<file path="src/rtl/icache_responder.sv">
// icache_responder: direct-mapped one-word-per-line fetch cache with req/ack refill; define ICACHE_STATS_EN for hit/miss counters
module icache_responder #(
  parameter int LINES = 16,
  parameter int IDX_W = $clog2(LINES),
  parameter logic [31:0] NOP_WORD = 32'h0000_0013
) (
  input  logic        clk,
  input  logic        rst_n,
  input  logic [31:0] instr_address,
  input  logic        flush,
  output logic [31:0] instruction,
  output logic        stall_f,
  output logic        mem_req,
  output logic [31:0] mem_addr,
  input  logic        mem_ack,
  input  logic [31:0] mem_rdata
`ifdef ICACHE_STATS_EN
  ,
  output logic [31:0] hit_count,
  output logic [31:0] miss_count
`endif
);
  localparam int TAG_W = 30 - IDX_W;
  typedef enum logic [1:0] {LOOKUP, REFILL, FILL} state_t;
  state_t state, state_nx;
  logic [LINES-1:0] valid;
  logic [TAG_W-1:0] tags [LINES];
  logic [31:0] data [LINES];
  logic [IDX_W-1:0] idx, fill_idx;
  logic [TAG_W-1:0] tag_in, fill_tag;
  logic drop, hit, miss, fill_ok, unused_lsb;
  assign idx = instr_address[IDX_W+1:2];
  assign tag_in = instr_address[31:IDX_W+2];
  assign fill_idx = mem_addr[IDX_W+1:2];
  assign fill_tag = mem_addr[31:IDX_W+2];
  assign unused_lsb = ^instr_address[1:0];
  assign hit = state == LOOKUP && valid[idx] && tags[idx] == tag_in;
  assign miss = state == LOOKUP && !hit;
  assign instruction = hit ? data[idx] : NOP_WORD;
  assign stall_f = !hit;
  assign fill_ok = state == REFILL && mem_ack && !drop && !flush;
  always_comb begin
    state_nx = state == LOOKUP ? (hit ? LOOKUP : REFILL)
             : state == REFILL ? (mem_ack ? FILL : REFILL)
             : LOOKUP;
  end
  always_ff @(posedge clk or negedge rst_n) begin
    if (!rst_n) begin
      state <= LOOKUP;
      valid <= '0;
      mem_req <= 1'b0;
      mem_addr <= '0;
      drop <= 1'b0;
    end else begin
      state <= state_nx;
      drop <= state == REFILL && !mem_ack && (drop || flush);
      if (flush)
        valid <= '0;
      else if (fill_ok)
        valid[fill_idx] <= 1'b1;
      if (miss) begin
        mem_req <= 1'b1;
        mem_addr <= {instr_address[31:2], 2'b00};
      end else if (state == REFILL && mem_ack)
        mem_req <= 1'b0;
    end
  end
  always_ff @(posedge clk) begin
    if (fill_ok) begin
      tags[fill_idx] <= fill_tag;
      data[fill_idx] <= mem_rdata;
    end
  end
`ifdef ICACHE_STATS_EN
  always_ff @(posedge clk or negedge rst_n) begin
    if (!rst_n) begin
      hit_count <= '0;
      miss_count <= '0;
    end else begin
      hit_count <= hit ? hit_count + 32'd1 : hit_count;
      miss_count <= miss ? miss_count + 32'd1 : miss_count;
    end
  end
`endif
endmodule

</file>
<file path="config.mk">
export PLATFORM = sky130hd
export DESIGN_NAME = icache_responder
export DESIGN_NICKNAME = d
export VERILOG_FILES = /design/src/rtl/icache_responder.sv
export SDC_FILE = /design/constraint.sdc
export NUM_CORES = 1
export LEC_CHECK = 0
export CAP_MARGIN = 20
export CORE_AREA = 2 2 274 276
export CTS_CLUSTER_SIZE = 14
export DETAILED_ROUTE_END_ITERATION = 10
export DIE_AREA = 0 0 276 278
export DONT_BUFFER_PORTS = 1
export GPL_TIMING_DRIVEN = 1
export PLACE_DENSITY = 0.69
export SLEW_MARGIN = 0
export SYNTH_ARGS = -nofsm -noshare
export SYNTH_HDL_FRONTEND = slang
export SYNTH_SLANG_ARGS = --single-unit
export TNS_END_PERCENT = 30
</file>
<file path="constraint.sdc">
create_clock -name clk -period 5.2 [get_ports clk]
set_input_delay 0.78 -clock clk [delete_from_list [all_inputs] [get_ports clk]]
set_output_delay 0.78 -clock clk [all_outputs]
set_load 0.01 [all_outputs]
</file>
==> impl_metrics.tcl, run 1 <==
set metrics [dict create \
    status "finished with violations" \
    failed_checks "design-rule violations" \
    peakVddDrop_mv 0.313 \
    cellPowerDensity_nw_per_um2 406 \
    worstHoldPathCells 1 \
    insertedDiodeCount 0 \
    cp_slowest_cell "mux4_2" \
    r2r_cells 9 \
    skew_ns 0.0318 \
    drt-total-wl_mm 82.2 \
    grt_pass1_wl_mm 121 \
    grt_util_all_layers_pct 21.8 \
    synth.top_cells.by_area "edfxtp_1 73%, mux4_2 15%, dfrtp_1 3.3%, mux2_4 1.1%, mux2i_1 1.1%" \
    place.gp.congestion 0.744 \
    port_buffers 0 \
    synth-seq-cells 978 \
    synth_edf_count 928 \
    syn_avg_cell_area_sq_um 23.0 \
    regToRegStartpoint "tags[3][25]" \
    dieArea_sq_um 76700 \
    drt_iter0_drc 1805 \
    wl_per_cell_um 29.5 \
    switching_share_pct 21.5 \
    die_h_um 278 \
    max_clock_freq_mhz 211 \
    cpLargestDelayFamily "simple AND/OR/NAND/NOR gates" \
    synth_cell_type_count 61 \
    setup_tns_ns 0 \
    startpoint_type "input port" \
    worstMarginPinSlew_ns 1.00 \
    multi_input_comb_area_sq_um 8520 \
    cts_buffer_depth 3 \
    rsz0062_at_grt "no" \
    netlist_instances 1652 \
    final_nets 1805 \
    postCtsSetupBuffers 0 \
    power_frac_clock_pct 39.8 \
    fin_ws_ns 0.469 \
    grt_overflow 0 \
    crit_chain "mux4_2, a22oi_1, nor2_1, a2111oi_2, nand4_1, nor4_4, nand3_2, buf_4, nor2b_1, buf_4" \
    insertion_delay_ns 0.66 \
    core_sq_um 73800 \
    worstPathMaxFanout 203 \
    vias 17200 \
    slew_headroom_pct 33.1 \
    synth_top_flop_cell "edfxtp_1" \
    required_ns 4.42 \
    p_comb_share_pct 4.6 \
    period_share_pct 91.0 \
    start_util_pct 51.4 \
    yosysSeqAreaShare_pct 76.7 \
    min_from "mem_ack" \
    crit_path_frequent_cell "buf_4" \
    switchingPower_mw 3.72 \
    root_buffer "clkbuf_16" \
    final_max_slew_viol_count 0 \
    yosysTopAreaCellShare_pct 73.4 \
    rows 100 \
    cp_slowest_stage_delay_ns 0.56 \
    cts_buffers 98 \
    fill_cells 5247 \
    power_frac_seq_pct 55.5 \
    crit_buf_inv 2 \
    pre_cts_ws_ns 0.586 \
    crit_path_end_kind "output port" \
    cts.clk_slew.worst_paths_ns 0.06 \
    timing.rr.end "mem_addr[14]" \
    ant_nets 0 \
    firstDrtPassIters 8 \
    synthArstFlopShare_pct 5.11 \
    maxCapViolations 0 \
    r2r_slack_ns 1.70 \
    ff_latch_area_sq_um 29100 \
    synthTopCellsByCount "928 x edfxtp_1, 255 x mux4_2, 50 x dfrtp_1, 43 x mux2i_1, 39 x nor2b_1" \
    cts_num_sinks 978 \
    drc 5 \
    setup_violations 0 \
    final-hold-violation-count 0 \
    area_growth_pct 12.6 \
    p_int_mw 13.6 \
    die_x_um 276 \
    fin_crit_ns 4.73 \
    routed_via_density 6.16 \
    grt_max_degree 225 \
    worstPathArrival_ns 3.95 \
    cts_tree "yes" \
    path_class "in2out" \
    p_leak_nw 13.7 \
    grt_pass1_vias 17900 \
    hold_end "drop" \
    ios 134 \
    yosys.cell_count.top_type "edfxtp_1" \
    drive_gt1_share_pct 29.1 \
    yosys.area.top_type "edfxtp_1" \
    hpwl_mm 41.2 \
    cts_htree_levels 3 \
    syn_area_sq_um 37900 \
    hold_path.class "in2reg" \
    yosysWarnings 0 \
    antenna_found_initial 1 \
]
## area by class of cell
| type | count | area share, % |
|---|---|---|
| clock buffer | 129 | 6.13 |
| clock inverter | 51 | 1.30 |
| inverter | 6 | 0.0556 |
| multi-input combinational | 587 | 19.9 |
| sequential | 978 | 68.1 |
| tap | 969 | 2.84 |
| timing repair buffer | 66 | 1.60 |
## registers in the layout, summed over array words and instances, names as in the netlist
signal	count
drop	1
state	2
valid	16
mem_req	1
mem_addr	30
tags	416
data	512
## timing repair
item | in CTS | in global routing
hold endpoints to repair | 50 | 0
resized for setup | 0 | 0
hold buffers | 2 | 0
## power by group through the flow
stage | clock network [mW] | registers (mW) | logic (mW)
after global routing | 7.32 | 9.68 | 0.849
after CTS | 7.04 | 9.63 | 0.807
after floorplan | 0 | 9.60 | 0.678
after global placement | 0 | 9.75 | 0.774
after detailed placement | 0 | 9.80 | 0.789
final | 6.91 | 9.62 | 0.805
## cell families (layout without fill, tap and decap cells)
logic type	count (synthesis)	after routing	share of synthesized area [%]
buffers and inverters	88	252	1.16
AOI/OAI and AO/OA	71	71	1.40
and+or+nand+nor	140	140	2.10
DFF	978	978	76.7
other	1	2	0.00988
xor gates and xnor gates	33	33	0.762
muxes	341	341	17.8
## per-stage QoR
stage / std cells / total power, mW / hold WS, ns / instance area (sq um) / utilization, %
after detailed placement: 2603 / 10.6 / 0.460 / 39500 / 53.5
after global routing: 2786 / 17.9 / 0.160 / 42700 / 57.9
final: 2786 / 17.3 / 0.187 / 42700 / 57.9
after floorplan: 1653 / 10.3 / 0.428 / 38000 / -
after global placement: 2602 / 10.5 / 0.446 / 39500 / 53.5
after CTS: 2785 / 17.5 / 0.157 / 42700 / 57.9
## placed cells by master, fill, tap and decap left out, drive strengths merged, types with 12 or more instances in the layout
cell type  count
nor2b         39
o21ai         12
clkinv        39
mux2i         43
a21o          17
nor2          30
xor2          13
nand2         14
dfrtp         50
mux2          43
buf           65
edfxtp       928
mux4         255
xnor2         20
clkbuf       129
## routing by layer
layer  vias to the layer above  share of wire [%]  global-route usage (%)
li1                       7154                  -                       -
met1                      9259                 39                    28.5
met2                       632                 53                    38.3
met3                       118                6.8                    3.89
met4                         0                2.2                    5.25
met5                         -                  0                       0
## worst max path at each step
stage | start | endpoint | slack, ns | cells after the start
floorplan | mem_ack | data[8][0] | -0.58 | 4
global placement | instr_address[2] | instruction[0] | 0.56 | 9
detailed placement | instr_address[2] | instruction[24] | 0.59 | 10
CTS | tags[6][20] | instruction[24] | 0.41 | 10
global route | tags[3][25] | instruction[24] | 0.29 | 10
finish | instr_address[2] | instruction[24] | 0.47 | 10
Power figures use the tool's default switching activity.
==> run 2, diff against run 1 <==
--- a/config.mk
+++ b/config.mk
@@ -7,6 +7,7 @@
 export LEC_CHECK = 0
 export CAP_MARGIN = 20
 export CORE_AREA = 2 2 274 276
+export CTS_BUF_LIST = sky130_fd_sc_hd__clkbuf_4 sky130_fd_sc_hd__clkbuf_8 sky130_fd_sc_hd__clkbuf_16
 export CTS_CLUSTER_SIZE = 14
 export DETAILED_ROUTE_END_ITERATION = 10
 export DIE_AREA = 0 0 276 278
==> run 2 against run 1 <==
  * The flow still finishes with violations (design-rule violations)
  * Sequential power is essentially flat
  * Clock skew grew 0.0018 ns
  * Total power grew 0.87%
  * Flip-flop and latch count is the same
  * Design area grew 0.24%
  * Register-to-register slack gained 0.02 ns
  * Hold slack gained 0.00084 ns
  * Cell count is the same
  * Maximum frequency shrank 0.82%
  * Core utilization grew 0.14 points
  * Routed wire length grew 0.47%
  * Critical endpoint unchanged
  * Largest cell class unchanged
==> impl_metrics.tcl, run 2 (synthesis gave the netlist of run 1 again) <==
set metrics [dict create \
    place.gp.congestion 0.744 \
    ant_nets 0 \
    drt-total-wl_mm 82.6 \
    grt_max_degree 225 \
    cp_slowest_cell "inv_1" \
    reg_top3 "data x512, tags x416, mem_addr x30" \
    grt_util_all_layers_pct 21.9 \
    start_util_pct 51.4 \
    path_class "in2out" \
    crit_path_frequent_cell "buf_4" \
    cts_num_sinks 978 \
    cts_buffers 98 \
    setup_violations 0 \
    peakVddDrop_mv 0.312 \
    antenna_found_initial 3 \
    vias 17200 \
    crit_chain "inv_1, mux2i_1, xor2_1, nand3_1, or4_1, a21oi_1, nand3_2, buf_4, nor2b_1, buf_4" \
    hpwl_mm 41.2 \
    area_growth_pct 12.9 \
    worstMarginPinSlew_ns 1.00 \
    max_clock_freq_mhz 210 \
    layoutNonFillerInstCount 2786 \
    final_nets 1805 \
    routed_via_density 6.16 \
    final_max_slew_viol_count 0 \
    dieArea_sq_um 76700 \
    grt_pass1_wl_mm 121 \
    crit_path_end_kind "output port" \
    layout_common_cells "928 x edfxtp_1, 255 x mux4_2, 99 x clkbuf_16, 51 x buf_4, 50 x dfrtp_1" \
    place_area_sq_um 39500 \
    startpoint_type "input port" \
    grt_pass1_vias 18000 \
    cts_tree "yes" \
    drc 5 \
    hold_path.class "in2reg" \
    worstPathMaxFanout 224 \
    top_register "data" \
    final_common_cell "edfxtp_1" \
    status "finished with violations" \
    wl_per_cell_um 29.6 \
    insertedDiodeCount 0 \
    insertion_delay_ns 0.66 \
    period_share_pct 91.7 \
    fill_cells 5245 \
    required_ns 4.42 \
    drt_iter0_drc 1858 \
    final-hold-violation-count 0 \
    cp_slowest_stage_delay_ns 0.62 \
    worstPathArrival_ns 3.99 \
    drive_gt1_share_pct 30.6 \
    die_x_um 276 \
    final_util_pct 58.0 \
    cts_buffer_depth 3 \
    core_sq_um 73800 \
    dp.cells 2603 \
    port_buffers 0 \
    fin_crit_ns 4.77 \
    cts.clk_slew.worst_paths_ns 0.06 \
    grt_overflow 0 \
    failed_checks "design-rule violations" \
    cellPowerDensity_nw_per_um2 408 \
    firstDrtPassIters 9 \
    postCtsSetupBuffers 0 \
    ios 134 \
    skew_ns 0.0336 \
    rsz0062_at_grt "no" \
    cts_htree_levels 3 \
    maxCapViolations 0 \
    rows 100 \
    root_buffer "clkbuf_16" \
    die_h_um 278 \
    postLayoutCellArea_sq_um 42800 \
    p_leak_nw 13.8 \
    largest_reg_flops 512 \
    finalPower_mw 17.5 \
    setup_tns_ns 0 \
    slew_headroom_pct 33.1 \
]
run 2: cell types whose count changed in the layout (fill, tap and decap cells not counted):
cell / change
clkbuf_1: -27
clkbuf_4: +27
run 2: path summary, 6_finish.rpt:
path / cells past startpoint / end / from / slack (ns)
min reg2reg: 1 / valid[1] / valid[1] / 0.47
min: 1 / drop / mem_ack / 0.19
max in group asynchronous: 2 / mem_addr[11] / rst_n / 4.23
max reg2reg: 9 / mem_addr[14] / tags[4][20] / 1.72
max: 10 / instruction[24] / instr_address[3] / 0.43
min in group asynchronous: 2 / mem_addr[13] / rst_n / 0.69
run 2: per-layer routing:
| layer | vias up | routed length [um] | GRT usage (%) |
|---|---|---|---|
| li1 | 7153 | - | - |
| met1 | 9288 | 32200 | 28.7 |
| met2 | 614 | 43400 | 38.5 |
| met3 | 119 | 5170 | 3.71 |
| met4 | 0 | 1820 | 5.20 |
| met5 | - | 0 | 0 |
run 2: layout make-up:
type                       count  area [sq um]  area share, %
clock inverter                51           557           1.30
timing repair buffer          66           683           1.59
inverter                       6          23.8         0.0555
sequential                   978         29100           68.0
clock buffer                 129          2720           6.35
tap                          969          1210           2.83
multi-input combinational    587          8520           19.9
run 2: per-stage QoR:
step                hold WS (ns)  setup WS [ns]
floorplan                  0.428         -0.580
global placement           0.446          0.560
detailed placement         0.460          0.586
CTS                        0.157          0.406
global route               0.160          0.294
finish                     0.188          0.430
run 2: power by group:
group          switching, mW  internal, mW
logic                  0.355         0.450
clock network           2.90          4.15
registers              0.471          9.15
run 2: critical path, delay by kind of cell:
kind | cells | cell delay [ns]
compound gates | 1 | 0.42
xor+xnor | 1 | 0.19
buf+inv | 3 | 1.11
simple gates | 4 | 1.01
mux | 1 | 0.28
run 2: repair_timing:
action / 4_1_cts / 5_1_grt
resized for setup: 0 / 0
endpoints found under the hold margin: 50 / 0
hold buffers: 2 / 0
